## config.mk

```make
export PLATFORM = sky130hd
export DESIGN_NAME = mem_access_unit_flat
export DESIGN_NICKNAME = d
export VERILOG_FILES = /design/src/rtl/mem_access_unit_if.sv /design/src/rtl/mem_access_unit.sv /design/src/flat_wrapper.sv
export SDC_FILE = /design/constraint.sdc
export NUM_CORES = 1
export LEC_CHECK = 0
export ABC_AREA = 1
export CAP_MARGIN = 20
export CORE_MARGIN = 2
export CORE_UTILIZATION = 46
export CTS_BUF_LIST = sky130_fd_sc_hd__clkbuf_2
export CTS_CLUSTER_DIAMETER = 60
export CTS_CLUSTER_SIZE = 30
export DETAILED_ROUTE_END_ITERATION = 16
export PLACE_DENSITY = 0.81
export SYNTH_ARGS = -nofsm -noshare
export SYNTH_HDL_FRONTEND = slang
export SYNTH_SLANG_ARGS = --single-unit
export TNS_END_PERCENT = 100
```

## constraint.sdc

```tcl
create_clock -name clk -period 5.15 [get_ports clk]
set_input_delay 1.03 -clock clk [delete_from_list [all_inputs] [get_ports clk]]
set_output_delay 1.03 -clock clk [all_outputs]
set_load 0.03 [all_outputs]
```

## src/rtl/mem_access_unit_if.sv

```systemverilog
// Data-RAM request/acknowledge bus between the MEM-stage access unit (master) and RAM (slave).
interface mem_access_unit_if;
  logic        bus_req;
  logic        bus_we;
  logic [31:0] bus_addr;
  logic [31:0] bus_wdata;
  logic [3:0]  bus_wstrb;
  logic        bus_ack;
  logic [31:0] bus_rdata;
  logic        bus_err;

  modport master (
    output bus_req, bus_we, bus_addr, bus_wdata, bus_wstrb, bus_err,
    input  bus_ack, bus_rdata
  );

  modport slave (
    input  bus_req, bus_we, bus_addr, bus_wdata, bus_wstrb, bus_err,
    output bus_ack, bus_rdata
  );
endinterface

```

## src/rtl/mem_access_unit.sv

```systemverilog
// MEM-stage load/store engine: word-aligned RAM requests, load extension, store strobes.
// Optional bus watchdog enabled by defining MEM_TIMEOUT_EN.
module mem_access_unit #(
  parameter int TIMEOUT_CYC = 16
) (
  input  logic                     clk,
  input  logic                     rst,
  input  logic                     ex_valid,
  input  logic                     ex_memRead,
  input  logic                     ex_memWrite,
  input  logic                     ex_memToReg,
  input  logic                     ex_regWrite,
  input  logic [2:0]               ex_funct3,
  input  logic [31:0]              ex_ALUResult,
  input  logic [31:0]              ex_storeData,
  input  logic [4:0]               ex_rd,
  output logic                     stall,
  output logic                     misaligned,
  output logic                     mem_memToReg,
  output logic                     mem_regWrite,
  output logic [31:0]              mem_dataFromRAM,
  output logic [31:0]              mem_ALUResult,
  output logic [4:0]               mem_rd,
  mem_access_unit_if.master        bus
);

  localparam logic [1:0] S_IDLE = 2'd0;
  localparam logic [1:0] S_BUSY = 2'd1;
  localparam logic [1:0] S_DONE = 2'd2;

  logic [1:0]  state;
  logic        req_q, we_q;
  logic [31:0] addr_q, wdata_q;
  logic [3:0]  wstrb_q;
  logic [2:0]  lat_funct3;
  logic [1:0]  lat_off;
  logic [4:0]  lat_rd;
  logic [31:0] lat_alu, lat_data;
  logic        lat_regwrite, lat_memtoreg, lat_store;

  logic        memop, mis, start;
  logic [3:0]  st_wstrb;
  logic [31:0] st_wdata;
  logic        timeout_hit, aborted;

  function automatic logic [31:0] load_extend(input logic [2:0] f3, input logic [1:0] off,
                                              input logic [31:0] w);
    logic [7:0]  b;
    logic [15:0] h;
    b = w[{off, 3'b000} +: 8];
    h = off[1] ? w[31:16] : w[15:0];
    case (f3)
      3'b000:  load_extend = {{24{b[7]}}, b};
      3'b100:  load_extend = {24'd0, b};
      3'b001:  load_extend = {{16{h[15]}}, h};
      3'b101:  load_extend = {16'd0, h};
      default: load_extend = w;
    endcase
  endfunction

  assign memop = ex_valid & (ex_memRead | ex_memWrite);
  assign mis   = ((ex_funct3[1:0] == 2'b01) & ex_ALUResult[0]) |
                 ((ex_funct3 == 3'b010) & (ex_ALUResult[1:0] != 2'b00));
  assign start = (state == S_IDLE) & memop & ~mis;

  always_comb begin
    st_wstrb = 4'b0000;
    st_wdata = ex_storeData;
    if (ex_memWrite) begin
      case (ex_funct3[1:0])
        2'b00: begin
          st_wstrb = 4'b0001 << ex_ALUResult[1:0];
          st_wdata = {4{ex_storeData[7:0]}};
        end
        2'b01: begin
          st_wstrb = 4'b0011 << {ex_ALUResult[1], 1'b0};
          st_wdata = {2{ex_storeData[15:0]}};
        end
        default: st_wstrb = 4'b1111;
      endcase
    end
  end

  always_ff @(posedge clk or posedge rst) begin
    if (rst) begin
      state        <= S_IDLE;
      req_q        <= 1'b0;
      we_q         <= 1'b0;
      addr_q       <= '0;
      wdata_q      <= '0;
      wstrb_q      <= '0;
      lat_funct3   <= '0;
      lat_off      <= '0;
      lat_rd       <= '0;
      lat_alu      <= '0;
      lat_data     <= '0;
      lat_regwrite <= 1'b0;
      lat_memtoreg <= 1'b0;
      lat_store    <= 1'b0;
    end else begin
      case (state)
        S_IDLE: if (start) begin
          state        <= S_BUSY;
          req_q        <= 1'b1;
          we_q         <= ex_memWrite;
          addr_q       <= {ex_ALUResult[31:2], 2'b00};
          wdata_q      <= st_wdata;
          wstrb_q      <= st_wstrb;
          lat_funct3   <= ex_funct3;
          lat_off      <= ex_ALUResult[1:0];
          lat_rd       <= ex_rd;
          lat_alu      <= ex_ALUResult;
          lat_regwrite <= ex_regWrite;
          lat_memtoreg <= ex_memToReg;
          lat_store    <= ex_memWrite;
        end
        S_BUSY: if (bus.bus_ack) begin
          req_q    <= 1'b0;
          lat_data <= lat_store ? 32'd0 : load_extend(lat_funct3, lat_off, bus.bus_rdata);
          state    <= S_DONE;
        end else if (timeout_hit) begin
          req_q    <= 1'b0;
          lat_data <= 32'd0;
          state    <= S_DONE;
        end
        default: state <= S_IDLE;
      endcase
    end
  end

`ifdef MEM_TIMEOUT_EN
  localparam logic [7:0] WD_LAST = 8'(TIMEOUT_CYC - 1);
  logic [7:0] wd_cnt;
  logic       err_q, abort_q;

  // The last permitted BUSY cycle without ack aborts the access.
  assign timeout_hit = (state == S_BUSY) & ~bus.bus_ack & (wd_cnt == WD_LAST);

  always_ff @(posedge clk or posedge rst) begin
    if (rst) begin
      wd_cnt  <= '0;
      err_q   <= 1'b0;
      abort_q <= 1'b0;
    end else begin
      err_q  <= timeout_hit;
      wd_cnt <= (state == S_BUSY) ? wd_cnt + 8'd1 : 8'd0;
      if (start)
        abort_q <= 1'b0;
      else if (timeout_hit)
        abort_q <= 1'b1;
    end
  end

  assign aborted     = abort_q;
  assign bus.bus_err = err_q;
`else
  logic unused_timeout_cyc;
  assign unused_timeout_cyc = (TIMEOUT_CYC != 0);
  assign timeout_hit        = 1'b0;
  assign aborted            = 1'b0;
  assign bus.bus_err        = 1'b0;
`endif

  assign bus.bus_req   = req_q;
  assign bus.bus_we    = we_q;
  assign bus.bus_addr  = addr_q;
  assign bus.bus_wdata = wdata_q;
  assign bus.bus_wstrb = wstrb_q;

  // MEM/WB has no enable, so every stalled cycle must present a bubble.
  always_comb begin
    stall           = 1'b0;
    misaligned      = 1'b0;
    mem_memToReg    = 1'b0;
    mem_regWrite    = 1'b0;
    mem_dataFromRAM = 32'd0;
    mem_ALUResult   = 32'd0;
    mem_rd          = 5'd0;
    case (state)
      S_IDLE: begin
        if (start) begin
          stall = 1'b1;
        end else begin
          misaligned    = memop & mis;
          mem_memToReg  = ex_valid & ex_memToReg & ~memop;
          mem_regWrite  = ex_valid & ex_regWrite & ~memop;
          mem_ALUResult = ex_ALUResult;
          mem_rd        = ex_rd;
        end
      end
      S_BUSY: stall = 1'b1;
      S_DONE: begin
        mem_memToReg    = lat_memtoreg;
        mem_regWrite    = lat_regwrite & ~lat_store & ~aborted;
        mem_dataFromRAM = lat_data;
        mem_ALUResult   = lat_alu;
        mem_rd          = lat_rd;
      end
      default: ;
    endcase
  end

endmodule

```

## src/flat_wrapper.sv

```systemverilog
// flat-port wrapper written by rule: the top's interface ports become plain ports
module mem_access_unit_flat 
#(
  parameter int TIMEOUT_CYC = 16
)
  (clk, rst, ex_valid, ex_memRead, ex_memWrite, ex_memToReg, ex_regWrite, ex_funct3, ex_ALUResult, ex_storeData, ex_rd, stall, misaligned, mem_memToReg, mem_regWrite, mem_dataFromRAM, mem_ALUResult, mem_rd, bus_bus_req, bus_bus_we, bus_bus_addr, bus_bus_wdata, bus_bus_wstrb, bus_bus_err, bus_bus_ack, bus_bus_rdata);
  mem_access_unit_if bus_i ();
  input  logic clk;
  input  logic rst;
  input  logic ex_valid;
  input  logic ex_memRead;
  input  logic ex_memWrite;
  input  logic ex_memToReg;
  input  logic ex_regWrite;
  input  logic [2:0] ex_funct3;
  input  logic [31:0] ex_ALUResult;
  input  logic [31:0] ex_storeData;
  input  logic [4:0] ex_rd;
  output logic stall;
  output logic misaligned;
  output logic mem_memToReg;
  output logic mem_regWrite;
  output logic [31:0] mem_dataFromRAM;
  output logic [31:0] mem_ALUResult;
  output logic [4:0] mem_rd;
  output wire logic [$bits(bus_i.bus_req)-1:0] bus_bus_req;
  output wire logic [$bits(bus_i.bus_we)-1:0] bus_bus_we;
  output wire logic [$bits(bus_i.bus_addr)-1:0] bus_bus_addr;
  output wire logic [$bits(bus_i.bus_wdata)-1:0] bus_bus_wdata;
  output wire logic [$bits(bus_i.bus_wstrb)-1:0] bus_bus_wstrb;
  output wire logic [$bits(bus_i.bus_err)-1:0] bus_bus_err;
  input wire logic [$bits(bus_i.bus_ack)-1:0] bus_bus_ack;
  input wire logic [$bits(bus_i.bus_rdata)-1:0] bus_bus_rdata;
  assign bus_bus_req = bus_i.bus_req;
  assign bus_bus_we = bus_i.bus_we;
  assign bus_bus_addr = bus_i.bus_addr;
  assign bus_bus_wdata = bus_i.bus_wdata;
  assign bus_bus_wstrb = bus_i.bus_wstrb;
  assign bus_bus_err = bus_i.bus_err;
  assign bus_i.bus_ack = bus_bus_ack;
  assign bus_i.bus_rdata = bus_bus_rdata;
  mem_access_unit #(.TIMEOUT_CYC(TIMEOUT_CYC)) u_core (.clk(clk), .rst(rst), .ex_valid(ex_valid), .ex_memRead(ex_memRead), .ex_memWrite(ex_memWrite), .ex_memToReg(ex_memToReg), .ex_regWrite(ex_regWrite), .ex_funct3(ex_funct3), .ex_ALUResult(ex_ALUResult), .ex_storeData(ex_storeData), .ex_rd(ex_rd), .stall(stall), .misaligned(misaligned), .mem_memToReg(mem_memToReg), .mem_regWrite(mem_regWrite), .mem_dataFromRAM(mem_dataFromRAM), .mem_ALUResult(mem_ALUResult), .mem_rd(mem_rd), .bus(bus_i));
endmodule
```

==> impl_metrics.toml <==
[grt]
antenna_found_initial = 1
grt_pass1_vias = 6361
gr-total-overflow = 0
grt_pass1_wl_mm = 31.7
grt_usage = 0.269
grt_max_degree = 65

[power]
clkPwrFrac = 0.148
p_leak_nw = 4.74
power.switching_mw = 1.85
power_switching_share = 0.449
powerDensity_mw_per_mm2 = 450
power_mw = 4.13
power.internal_mw = 2.27
p_seq_frac = 0.354
combPwrFrac = 0.499
peakVddDrop_mv = 0.312

[timing]
setup_slack_ns = 0.625
final.setup.tns_ns = 0
rsz0062_at_grt = "false"
skew_ns = 0.0278
fmax_mhz = 221
timing.final.crit_share = 0.879
slew_headroom = 0.389
slew_violations = 0
hold_viol = 0
setup_viol = 0
worst_slew_pin_slew_ns = 0.917
layout_min_cycle_time_ns = 4.52

[critical_path]
crit_type = "in2out"
crit_arrival_ns = 3.49
worstPathRequired_ns = 4.12
cp-start-kind = "input port"
critPathCaptureType = "output pin"
worst-path-max-fanout = 64

[final_layout]
fin_nets = 1299
drive_gt1_frac = 0.0475
layout_commonest_cell = "nand2_1"
final_cell_mix = "487 x nand2_1, 252 x clkdlybuf4s50_1, 114 x dfrtp_1, 82 x inv_1, 58 x nand3_1"
synthToLayoutAreaGrowth_pct = 39.5

[placed_design]
place.port_buffers = 252
routabilityCongestion = 0.894
hpwlAfterDp_mm = 15.1
dp_slack_ns = 0.664

[cts]
clk_latency_ns = 0.67
cts_htree_levels = 4
cts_root_buf = "clkbuf_2"
clock_sinks = 114
clockBufferDepth = 2
hold_buffers = 0
cts-resized-gates = 0
tritoncts = "done"
clk_pin_slew_ns = 0.15
cts_setup_buffers = 0
cts_buffers = 17

[logic_synthesis]
syn_avg_cell_area_um2 = 6.66
synth_cell_types = 25
ys_ff_latch = 114
yosys_warnings = 0
syn_inst = 987
yosysSeqAreaShare = 0.434
syn_area_mm2 = 0.00658

[hold_path]
min_path_type = "reg2reg"

[die]
pin_count = 256
die_x_um = 124
dieArea_mm2 = 0.0153
rows = 43
core_area_mm2 = 0.0139
chipHeight_um = 124
initial_core_util = 0.472

[job]
max_cap_viol_count = 0

[route]
drc_errors = 0
wirelength_mm = 20.3
drt_iter0_markers = 584
via_count = 6833
antenna_left = 0
first_pass_iters = 5
post_drt_via_cell_ratio = 4.95
wl_per_cell_um = 14.7

[run_status]
status = "finished clean"
## registers in the layout, indices dropped and copies added, names as in the netlist
register / cells
u_core.bus.bus_req: 1
u_core.bus.bus_wdata: 32
u_core.bus.bus_we: 1
u_core.bus.bus_wstrb: 4
u_core.lat_alu: 32
u_core.lat_data: 32
u_core.lat_funct3: 3
u_core.lat_memtoreg: 1
u_core.lat_rd: 5
u_core.lat_regwrite: 1
u_core.state: 2
## routing by layer
layer	vias up	track usage	part of all wire
li1	3375	-	-
met1	3131	0.337	0.41
met2	297	0.441	0.47
met3	30	0.0948	0.099
met4	0	0.0767	0.019
met5	-	0	0
## path summary, 6_finish.rpt
kind / endpoint / cells after the start / startpoint / slack, ns
min reg2reg: u_core.lat_data[15] / 2 / u_core.lat_data[15] / 0.50
min: u_core.lat_data[15] / 2 / u_core.lat_data[15] / 0.50
max in group asynchronous: u_core.lat_alu[12] / 3 / rst / 3.39
max: stall / 7 / ex_ALUResult[1] / 0.63
max reg2reg: u_core.bus.bus_wdata[4] / 7 / u_core.state[1] / 2.86
min in group asynchronous: u_core.lat_alu[16] / 2 / rst / 0.80
## cell type report
type | count | area, µm²
antenna | 1 | 2.50
clock buffer | 19 | 95.1
clock inverter | 12 | 140
fill | 1255 | 4760
inverter | 86 | 325
multi-input combinational | 703 | 2890
sequential | 114 | 2850
tap | 180 | 225
timing repair buffer | 265 | 2640
## power groups by stage
stage / logic, mW / registers (mW) / clock network (mW)
after CTS: 2.03 / 1.48 / 0.625
final: 2.06 / 1.46 / 0.609
after floorplan: 1.22 / 1.58 / 0
after detailed placement: 2.03 / 1.49 / 0
after global placement: 2.00 / 1.48 / 0
after global routing: 2.23 / 1.50 / 0.671
## logic make-up (layout without fill, tap and decap cells)
family | after synthesis | in the layout | synth area share
buffers and inverters | 172 | 382 | 0.129
other | 1 | 4 | 0.000570
DFF | 114 | 114 | 0.434
and+or+nand+nor | 615 | 615 | 0.371
AOI/OAI and AO/OA | 85 | 85 | 0.0658
## worst max-delay path: stages
cell	delay [ns]
clkdlybuf4s50_1	0.51
inv_1	0.15
nand2_1	0.06
nand3_1	0.16
nand3_4	0.54
nand2_1	0.32
clkdlybuf4s50_1	0.71
## synth_stat cells
| library cell | count | area, µm² |
|---|---|---|
| nand3_1 | 58 | 290 |
| a21oi_1 | 33 | 165 |
| o211ai_1 | 1 | 7.51 |
| nand2_4 | 1 | 11.3 |
| buf_6 | 6 | 67.6 |
| nand2_2 | 2 | 12.5 |
| clkbuf_2 | 2 | 10.0 |
| nand4_1 | 2 | 12.5 |
| clkbuf_1 | 18 | 67.6 |
| o21ai_0 | 49 | 245 |
| nand3_2 | 2 | 20.0 |
| buf_2 | 22 | 110 |
| o31ai_1 | 2 | 15.0 |
| nand3b_1 | 1 | 7.51 |
| inv_1 | 83 | 312 |
| buf_4 | 34 | 255 |
| nor2_2 | 3 | 18.8 |
| nor3_1 | 2 | 10.0 |
| inv_2 | 3 | 11.3 |
| conb_1 | 1 | 3.75 |
| nor2_1 | 55 | 206 |
| dfrtp_1 | 114 | 2850 |
| nand2_1 | 487 | 1830 |
| nor2_4 | 2 | 22.5 |
| buf_1 | 4 | 15.0 |
## per-stage QoR
stage,utilization,area [µm²],hold WS [ns],instances
2_1_floorplan,-,6590,0.449,989
5_1_grt,0.658,9170,0.525,1380
3_5_place_dp,0.639,8910,0.465,1347
3_3_place_gp,0.639,8910,0.462,1347
6_report,0.658,9170,0.496,1380
4_1_cts,0.656,9140,0.502,1378
Power figures use the tool's default switching activity.
